File: src/rtl/dmem_arbiter_if.sv
// Request/response and memory-side bus of the data-memory arbiter.
// slave: arbiter side; master: requester/memory side.
interface dmem_arbiter_if #(
  parameter int ADDR_W = 32,
  parameter int DATA_W = 32
);
  logic [1:0]        req_valid;
  logic [1:0]        req_ready;
  logic [ADDR_W-1:0] req0_addr;
  logic              req0_we;
  logic [1:0]        req0_size;
  logic [DATA_W-1:0] req0_wdata;
  logic [ADDR_W-1:0] req1_addr;
  logic              req1_we;
  logic [1:0]        req1_size;
  logic [DATA_W-1:0] req1_wdata;
  logic [1:0]        rsp_valid;
  logic [DATA_W-1:0] rsp_rdata;
  logic              rsp_err;
  logic [ADDR_W-1:0] mem_address;
  logic              mem_read_write;
  logic [1:0]        mem_access_size;
  logic [DATA_W-1:0] mem_data_in;
  logic [DATA_W-1:0] mem_data_out;

  modport slave (
    input  req_valid, req0_addr, req0_we, req0_size, req0_wdata,
           req1_addr, req1_we, req1_size, req1_wdata, mem_data_out,
    output req_ready, rsp_valid, rsp_rdata, rsp_err,
           mem_address, mem_read_write, mem_access_size, mem_data_in
  );

  modport master (
    output req_valid, req0_addr, req0_we, req0_size, req0_wdata,
           req1_addr, req1_we, req1_size, req1_wdata, mem_data_out,
    input  req_ready, rsp_valid, rsp_rdata, rsp_err,
           mem_address, mem_read_write, mem_access_size, mem_data_in
  );
endinterface

File: src/rtl/dmem_arbiter.sv
// Two-port round-robin arbiter/sequencer for the byte-addressed data memory.
// Define DMEM_ARB_ERR_EN to enable size/alignment/range checking with rsp_err.
module dmem_arbiter #(
  parameter int ADDR_W    = 32,
  parameter int DATA_W    = 32,
  parameter int MEM_DEPTH = 32
) (
  input logic           clk,
  input logic           rst_n,
  dmem_arbiter_if.slave bus
);
  localparam logic [1:0] S_IDLE = 2'd0;
  localparam logic [1:0] S_BUSY = 2'd1;
  localparam logic [1:0] S_DONE = 2'd2;

  logic [1:0]        state_q, state_d;
  logic              last_q;
  logic              owner_q;
  logic [ADDR_W-1:0] addr_q;
  logic              we_q;
  logic [1:0]        size_q;
  logic [DATA_W-1:0] wdata_q;
  logic              err_q;
  logic [DATA_W-1:0] rdata_q;

  logic              gnt;
  logic              accept;
  logic [ADDR_W-1:0] sel_addr;
  logic              sel_we;
  logic [1:0]        sel_size;
  logic [DATA_W-1:0] sel_wdata;
  logic              sel_err;

  // On a tie the port that did not win last time is granted.
  always_comb begin
    gnt = 1'b0;
    case (bus.req_valid)
      2'b10:   gnt = 1'b1;
      2'b11:   gnt = ~last_q;
      default: gnt = 1'b0;
    endcase
  end

  assign accept    = (state_q == S_IDLE) && (bus.req_valid != 2'b00);
  assign sel_addr  = gnt ? bus.req1_addr  : bus.req0_addr;
  assign sel_we    = gnt ? bus.req1_we    : bus.req0_we;
  assign sel_size  = gnt ? bus.req1_size  : bus.req0_size;
  assign sel_wdata = gnt ? bus.req1_wdata : bus.req0_wdata;

  assign bus.req_ready = accept ? (gnt ? 2'b10 : 2'b01) : 2'b00;

`ifdef DMEM_ARB_ERR_EN
  localparam logic [ADDR_W:0] DEPTH_L = (ADDR_W+1)'(MEM_DEPTH);
  logic [ADDR_W:0] nbytes;
  logic [ADDR_W:0] end_addr;

  // One extra bit on the end address so addr+bytes cannot wrap past the check.
  always_comb begin
    nbytes = '0;
    case (sel_size)
      2'd0:    nbytes[2:0] = 3'd1;
      2'd1:    nbytes[2:0] = 3'd2;
      2'd2:    nbytes[2:0] = 3'd4;
      default: nbytes = '0;
    endcase
    end_addr = {1'b0, sel_addr} + nbytes;
    sel_err  = (sel_size == 2'd3)
            || ((sel_size == 2'd1) && sel_addr[0])
            || ((sel_size == 2'd2) && (sel_addr[1:0] != 2'b00))
            || (end_addr > DEPTH_L);
  end

  assign bus.rsp_err = (state_q == S_DONE) && err_q;
`else
  assign sel_err     = 1'b0;
  assign bus.rsp_err = 1'b0;
`endif

  always_comb begin
    state_d = state_q;
    case (state_q)
      S_IDLE:  state_d = accept ? S_BUSY : S_IDLE;
      S_BUSY:  state_d = S_DONE;
      S_DONE:  state_d = S_IDLE;
      default: state_d = S_IDLE;
    endcase
  end

  always_ff @(posedge clk or negedge rst_n) begin
    if (!rst_n) begin
      state_q <= S_IDLE;
      last_q  <= 1'b1;
      owner_q <= 1'b0;
      addr_q  <= '0;
      we_q    <= 1'b0;
      size_q  <= '0;
      wdata_q <= '0;
      err_q   <= 1'b0;
      rdata_q <= '0;
    end else begin
      state_q <= state_d;
      if (accept) begin
        owner_q <= gnt;
        last_q  <= gnt;
        addr_q  <= sel_addr;
        we_q    <= sel_we;
        size_q  <= sel_size;
        wdata_q <= sel_wdata;
        err_q   <= sel_err;
      end
      if (state_q == S_BUSY) begin
        rdata_q <= (we_q || err_q) ? '0 : bus.mem_data_out;
      end
    end
  end

  assign bus.mem_address     = addr_q;
  assign bus.mem_access_size = size_q;
  assign bus.mem_data_in     = wdata_q;
  assign bus.mem_read_write  = (state_q == S_BUSY) && we_q && !err_q;

  assign bus.rsp_valid = (state_q == S_DONE) ? (owner_q ? 2'b10 : 2'b01) : 2'b00;
  assign bus.rsp_rdata = rdata_q;
endmodule

File: src/flat_wrapper.sv
// flat-port wrapper written by rule: the top's interface ports become plain ports
module dmem_arbiter_flat 
#(
  parameter int ADDR_W    = 32,
  parameter int DATA_W    = 32,
  parameter int MEM_DEPTH = 32
)
  (clk, rst_n, bus_req_valid, bus_req0_addr, bus_req0_we, bus_req0_size, bus_req0_wdata, bus_req1_addr, bus_req1_we, bus_req1_size, bus_req1_wdata, bus_mem_data_out, bus_req_ready, bus_rsp_valid, bus_rsp_rdata, bus_rsp_err, bus_mem_address, bus_mem_read_write, bus_mem_access_size, bus_mem_data_in);
  dmem_arbiter_if #(.ADDR_W(ADDR_W), .DATA_W(DATA_W)) bus_i ();
  input logic clk;
  input logic rst_n;
  input wire logic [$bits(bus_i.req_valid)-1:0] bus_req_valid;
  input wire logic [$bits(bus_i.req0_addr)-1:0] bus_req0_addr;
  input wire logic [$bits(bus_i.req0_we)-1:0] bus_req0_we;
  input wire logic [$bits(bus_i.req0_size)-1:0] bus_req0_size;
  input wire logic [$bits(bus_i.req0_wdata)-1:0] bus_req0_wdata;
  input wire logic [$bits(bus_i.req1_addr)-1:0] bus_req1_addr;
  input wire logic [$bits(bus_i.req1_we)-1:0] bus_req1_we;
  input wire logic [$bits(bus_i.req1_size)-1:0] bus_req1_size;
  input wire logic [$bits(bus_i.req1_wdata)-1:0] bus_req1_wdata;
  input wire logic [$bits(bus_i.mem_data_out)-1:0] bus_mem_data_out;
  output wire logic [$bits(bus_i.req_ready)-1:0] bus_req_ready;
  output wire logic [$bits(bus_i.rsp_valid)-1:0] bus_rsp_valid;
  output wire logic [$bits(bus_i.rsp_rdata)-1:0] bus_rsp_rdata;
  output wire logic [$bits(bus_i.rsp_err)-1:0] bus_rsp_err;
  output wire logic [$bits(bus_i.mem_address)-1:0] bus_mem_address;
  output wire logic [$bits(bus_i.mem_read_write)-1:0] bus_mem_read_write;
  output wire logic [$bits(bus_i.mem_access_size)-1:0] bus_mem_access_size;
  output wire logic [$bits(bus_i.mem_data_in)-1:0] bus_mem_data_in;
  assign bus_i.req_valid = bus_req_valid;
  assign bus_i.req0_addr = bus_req0_addr;
  assign bus_i.req0_we = bus_req0_we;
  assign bus_i.req0_size = bus_req0_size;
  assign bus_i.req0_wdata = bus_req0_wdata;
  assign bus_i.req1_addr = bus_req1_addr;
  assign bus_i.req1_we = bus_req1_we;
  assign bus_i.req1_size = bus_req1_size;
  assign bus_i.req1_wdata = bus_req1_wdata;
  assign bus_i.mem_data_out = bus_mem_data_out;
  assign bus_req_ready = bus_i.req_ready;
  assign bus_rsp_valid = bus_i.rsp_valid;
  assign bus_rsp_rdata = bus_i.rsp_rdata;
  assign bus_rsp_err = bus_i.rsp_err;
  assign bus_mem_address = bus_i.mem_address;
  assign bus_mem_read_write = bus_i.mem_read_write;
  assign bus_mem_access_size = bus_i.mem_access_size;
  assign bus_mem_data_in = bus_i.mem_data_in;
  dmem_arbiter #(.ADDR_W(ADDR_W), .DATA_W(DATA_W), .MEM_DEPTH(MEM_DEPTH)) u_core (.clk(clk), .rst_n(rst_n), .bus(bus_i));
endmodule
File: config.mk
export PLATFORM = sky130hd
export DESIGN_NAME = dmem_arbiter_flat
export DESIGN_NICKNAME = d
export VERILOG_FILES = /design/src/rtl/dmem_arbiter_if.sv /design/src/rtl/dmem_arbiter.sv /design/src/flat_wrapper.sv
export SDC_FILE = /design/constraint.sdc
export NUM_CORES = 1
export LEC_CHECK = 0
export ABC_AREA = 1
export BUFFER_PORTS_ARGS = -buffer_cell sky130_fd_sc_hd__buf_2
export CAP_MARGIN = 10
export CORE_MARGIN = 2
export CORE_UTILIZATION = 30
export DETAILED_ROUTE_END_ITERATION = 8
export PLACE_DENSITY = 0.55
export RECOVER_POWER = 100
export SYNTH_ARGS = -nofsm -noshare
export SYNTH_HDL_FRONTEND = slang
export SYNTH_SLANG_ARGS = --single-unit
File: constraint.sdc
create_clock -name clk -period 1.8 [get_ports clk]
set_input_delay 0.18 -clock clk [delete_from_list [all_inputs] [get_ports clk]]
set_output_delay 0.18 -clock clk [all_outputs]
set_load 0.05 [all_outputs]
==> impl_results.md <==
* Max FO, Critical Path at 6
* Endpoint type of the worst setup path: primary output
* Power Density at 2130 mW/mm^2
* Core area at roughly 0.016 mm^2
* Num CTS Buffers at 9
* Max-slew violations at 0
* CTS tree: done
* Vias in the first global route at 5053
* Fin Clk Skew at 8.42 ps
* Crit-path max cell delay at roughly 450 ps
* Critical path launch point: u_core.state_q[1]$_DFF_PN0_
* Synthesis-stage register bit count at 103
* Worst path required time at 1620 ps
* Util after Layout at 0.421
* Routed Antenna Nets at 0
* Sw Ratio at 0.572
* Critical Path Source Type: register
* Avg Synthesized Cell Area at roughly 7.3 um^2
* Vias at 5105
* Worst path slowest cell: dfrtp_1
* Final WL at 15.6 mm
* Max VDD drop at 0.818 mV
* Buf+Inv Stages, Crit Path at 1
* Drt first-iter violations at between 150 and 200
* CTS H-Tree Depth at 3
* CTS clk-pin slew, worst paths at 70 ps
* RR Endpoint: u_core.bus.mem_data_in[13]$_DFFE_PN0P_
* Type of the worst setup path: register to primary output
* Total grt overflow at 0
* Syn nets at 840
* Port buffer count at 272
* Die X at 132 um
* Nets at around 1100
* CP Cell Sequence: nor2_2 > o21ai_4 > nor2_2 > clkbuf_2
* Final hold viol count at 0
* Maximum root-to-sink buffer count at 2
* P_sw at 8.15 mW
* Most frequent cells in the layout: nand2_1, buf_2, dfrtp_1
* Crit path top cell by count: nor2_2
* DP Cell Count at 1128
* DP HPWL at 11.3 mm
* GP Congestion at between 0.7 and 0.8
* Cell depth of the worst hold path at 3
* Mapped Cells at between 600 and 700
* Post-DP Area at roughly 0.0065 mm^2
* TritonRoute pass-1 iters at 4
* Root buf cell: clkbuf_16
* Cell family with most CP delay: flip-flops
* Seq/Total Area, Yosys at 0.528
* Outcome: complete, no violations
* Pint at a little over 6 mW
* Clk Latency, worst-skew pair at 350 ps
* Worst r2r src: u_core.state_q[1]$_DFF_PN0_
* Arrival time at the worst endpoint at 1520 ps
* Clock period minus worst slack at around 1700 ps
* Routed length per instance at 13.6 um
* Max_cap viols at 0
* Setup Slack @ Placement at 196 ps
* Diode count at 0
* Sink Count at 103
* Comb pwr share at 0.579
* Maximum clock rate at 587 MHz
* Hold WC Path Type: input port to register
* Die height at roughly 130 um
* RSZ-0062 raised after global routing: false
* Rel. slew slack at 0.255
* Hold Path Origin: bus_mem_data_out[5]
* Total power at about 14 mW
* PnR worst setup slack at 97.2 ps
* P&R area growth vs syn at 36.7%
* Worst Hold Endpoint: u_core.bus.rsp_rdata[5]$_DFFE_PN0N_
* Worst reg-to-reg path cell count at 6
* Top Ports at 274
* DRC Markers at 0
* Slew @ Worst Pin at about 1100 ps
* Mapped Area at 0.00489 mm^2
* Initial core utilization at 0.308
* Die Area at 0.0173 mm^2
* GR Util All Layers at 0.184
* Seq pwr share at 0.289
* Via/cell ratio at around 4.4
* Global-route wire length before repair at 25.4 mm
* Setup TNS at 0 ps
* Lkg Pwr at 3.71 nW
* Num rows at 46
* Synth cell types at 15
* Synthesis Warnings at 0
* Initial antenna violation count at 0
* Largest net degree at the start of global routing at 58
* Most common cell after layout, fill and taps aside: nand2_1
* Finished Layout Cells at 1148
* Final setup fails at 0
* Finished Cell Area at 0.00668 mm^2
* Share of layout cells above drive strength 1 at 0.235
* Clock group share of total power at 0.132
* Worst hold slack at 66.5 ps
* Setup slack, reg-to-reg at 190 ps
* Tcrit/Tclk final at 0.946
## cell usage after synthesis
cell,n,area (um^2)
a21oi_1,32,160
clkbuf_1,18,67.6
inv_2,1,3.75
nor2_1,38,143
dfstp_2,1,26.3
conb_1,1,3.75
dfrtp_1,102,2550
nor3_1,1,5.00
inv_1,5,18.8
buf_1,4,15.0
nand2_1,374,1400
buf_4,5,37.5
o21ai_4,1,16.3
buf_2,20,100
nand3_1,67,335
## per-layer routing
layer  track usage  vias to the layer above  part of all wire
li1              -                     2592                 -
met1         0.230                     2315              0.45
met2         0.312                      184              0.47
met3        0.0459                       14             0.068
met4        0.0562                        0             0.013
met5             0                        -                 0
## flip-flops by register name, indices dropped and copies added, names as in the netlist
name and count:
u_core.owner_q 1, u_core.state_q 2, u_core.last_q 1, u_core.bus.mem_access_size 2
u_core.bus.mem_address 32, u_core.we_q 1, u_core.bus.mem_data_in 32, u_core.bus.rsp_rdata 32
## layout make-up
class,instances,area (um^2)
clock buffer,10,239
clock inverter,6,45.0
fill,1778,9200
inverter,6,22.5
multi-input combinational,514,2090
sequential,103,2580
tap,216,270
timing repair buffer,293,1440
## how the worst max path moves through the flow
stage                                  to  slack [ps]  cells past startpoint
5_1_grt                bus_mem_read_write          30                      3
6_report                 bus_req_ready[1]         100                      4
3_5_place_dp             bus_req_ready[1]         200                      5
2_1_floorplan  u_core.owner_q$_DFFE_PN0P_         100                      6
4_1_cts                  bus_req_ready[1]          30                      4
3_3_place_gp             bus_req_ready[1]         210                      5
## cell families after synthesis
group | after synthesis | synth area share
AND/OR/NAND/NOR | 480 | 0.386
other | 1 | 0.000767
AO/OA/AOI/OAI | 33 | 0.0361
buffers and inverters | 53 | 0.0497
flip-flops | 103 | 0.528
## power groups by stage
stage	registers [mW]	logic, mW	clock network (mW)
2_1_floorplan	7.80	2.64	0
3_3_place_gp	4.09	8.62	0
3_5_place_dp	4.07	8.71	0
4_1_cts	4.08	8.70	1.95
5_1_grt	4.25	8.96	2.04
6_report	4.11	8.25	1.88
## repair_timing
| action | CTS | global route |
|---|---|---|
| endpoints found under the setup margin | 2 | 2 |
| cloned | 0 | 0 |
| setup buffers | 0 | 3 |
| resized for setup | 3 | 0 |
| hold endpoints to repair | 35 | 0 |
| hold buffers | 1 | 0 |
## worst register-to-register path: cells and delay by family (launching register included)
| kind | cells | cell delay (ps) |
|---|---|---|
| and+or+nand+nor | 3 | 330 |
| DFF | 1 | 460 |
| AOI/OAI and AO/OA | 1 | 110 |
| buffers and inverters | 2 | 650 |
Note: power is estimated with default switching activity, not from simulation.
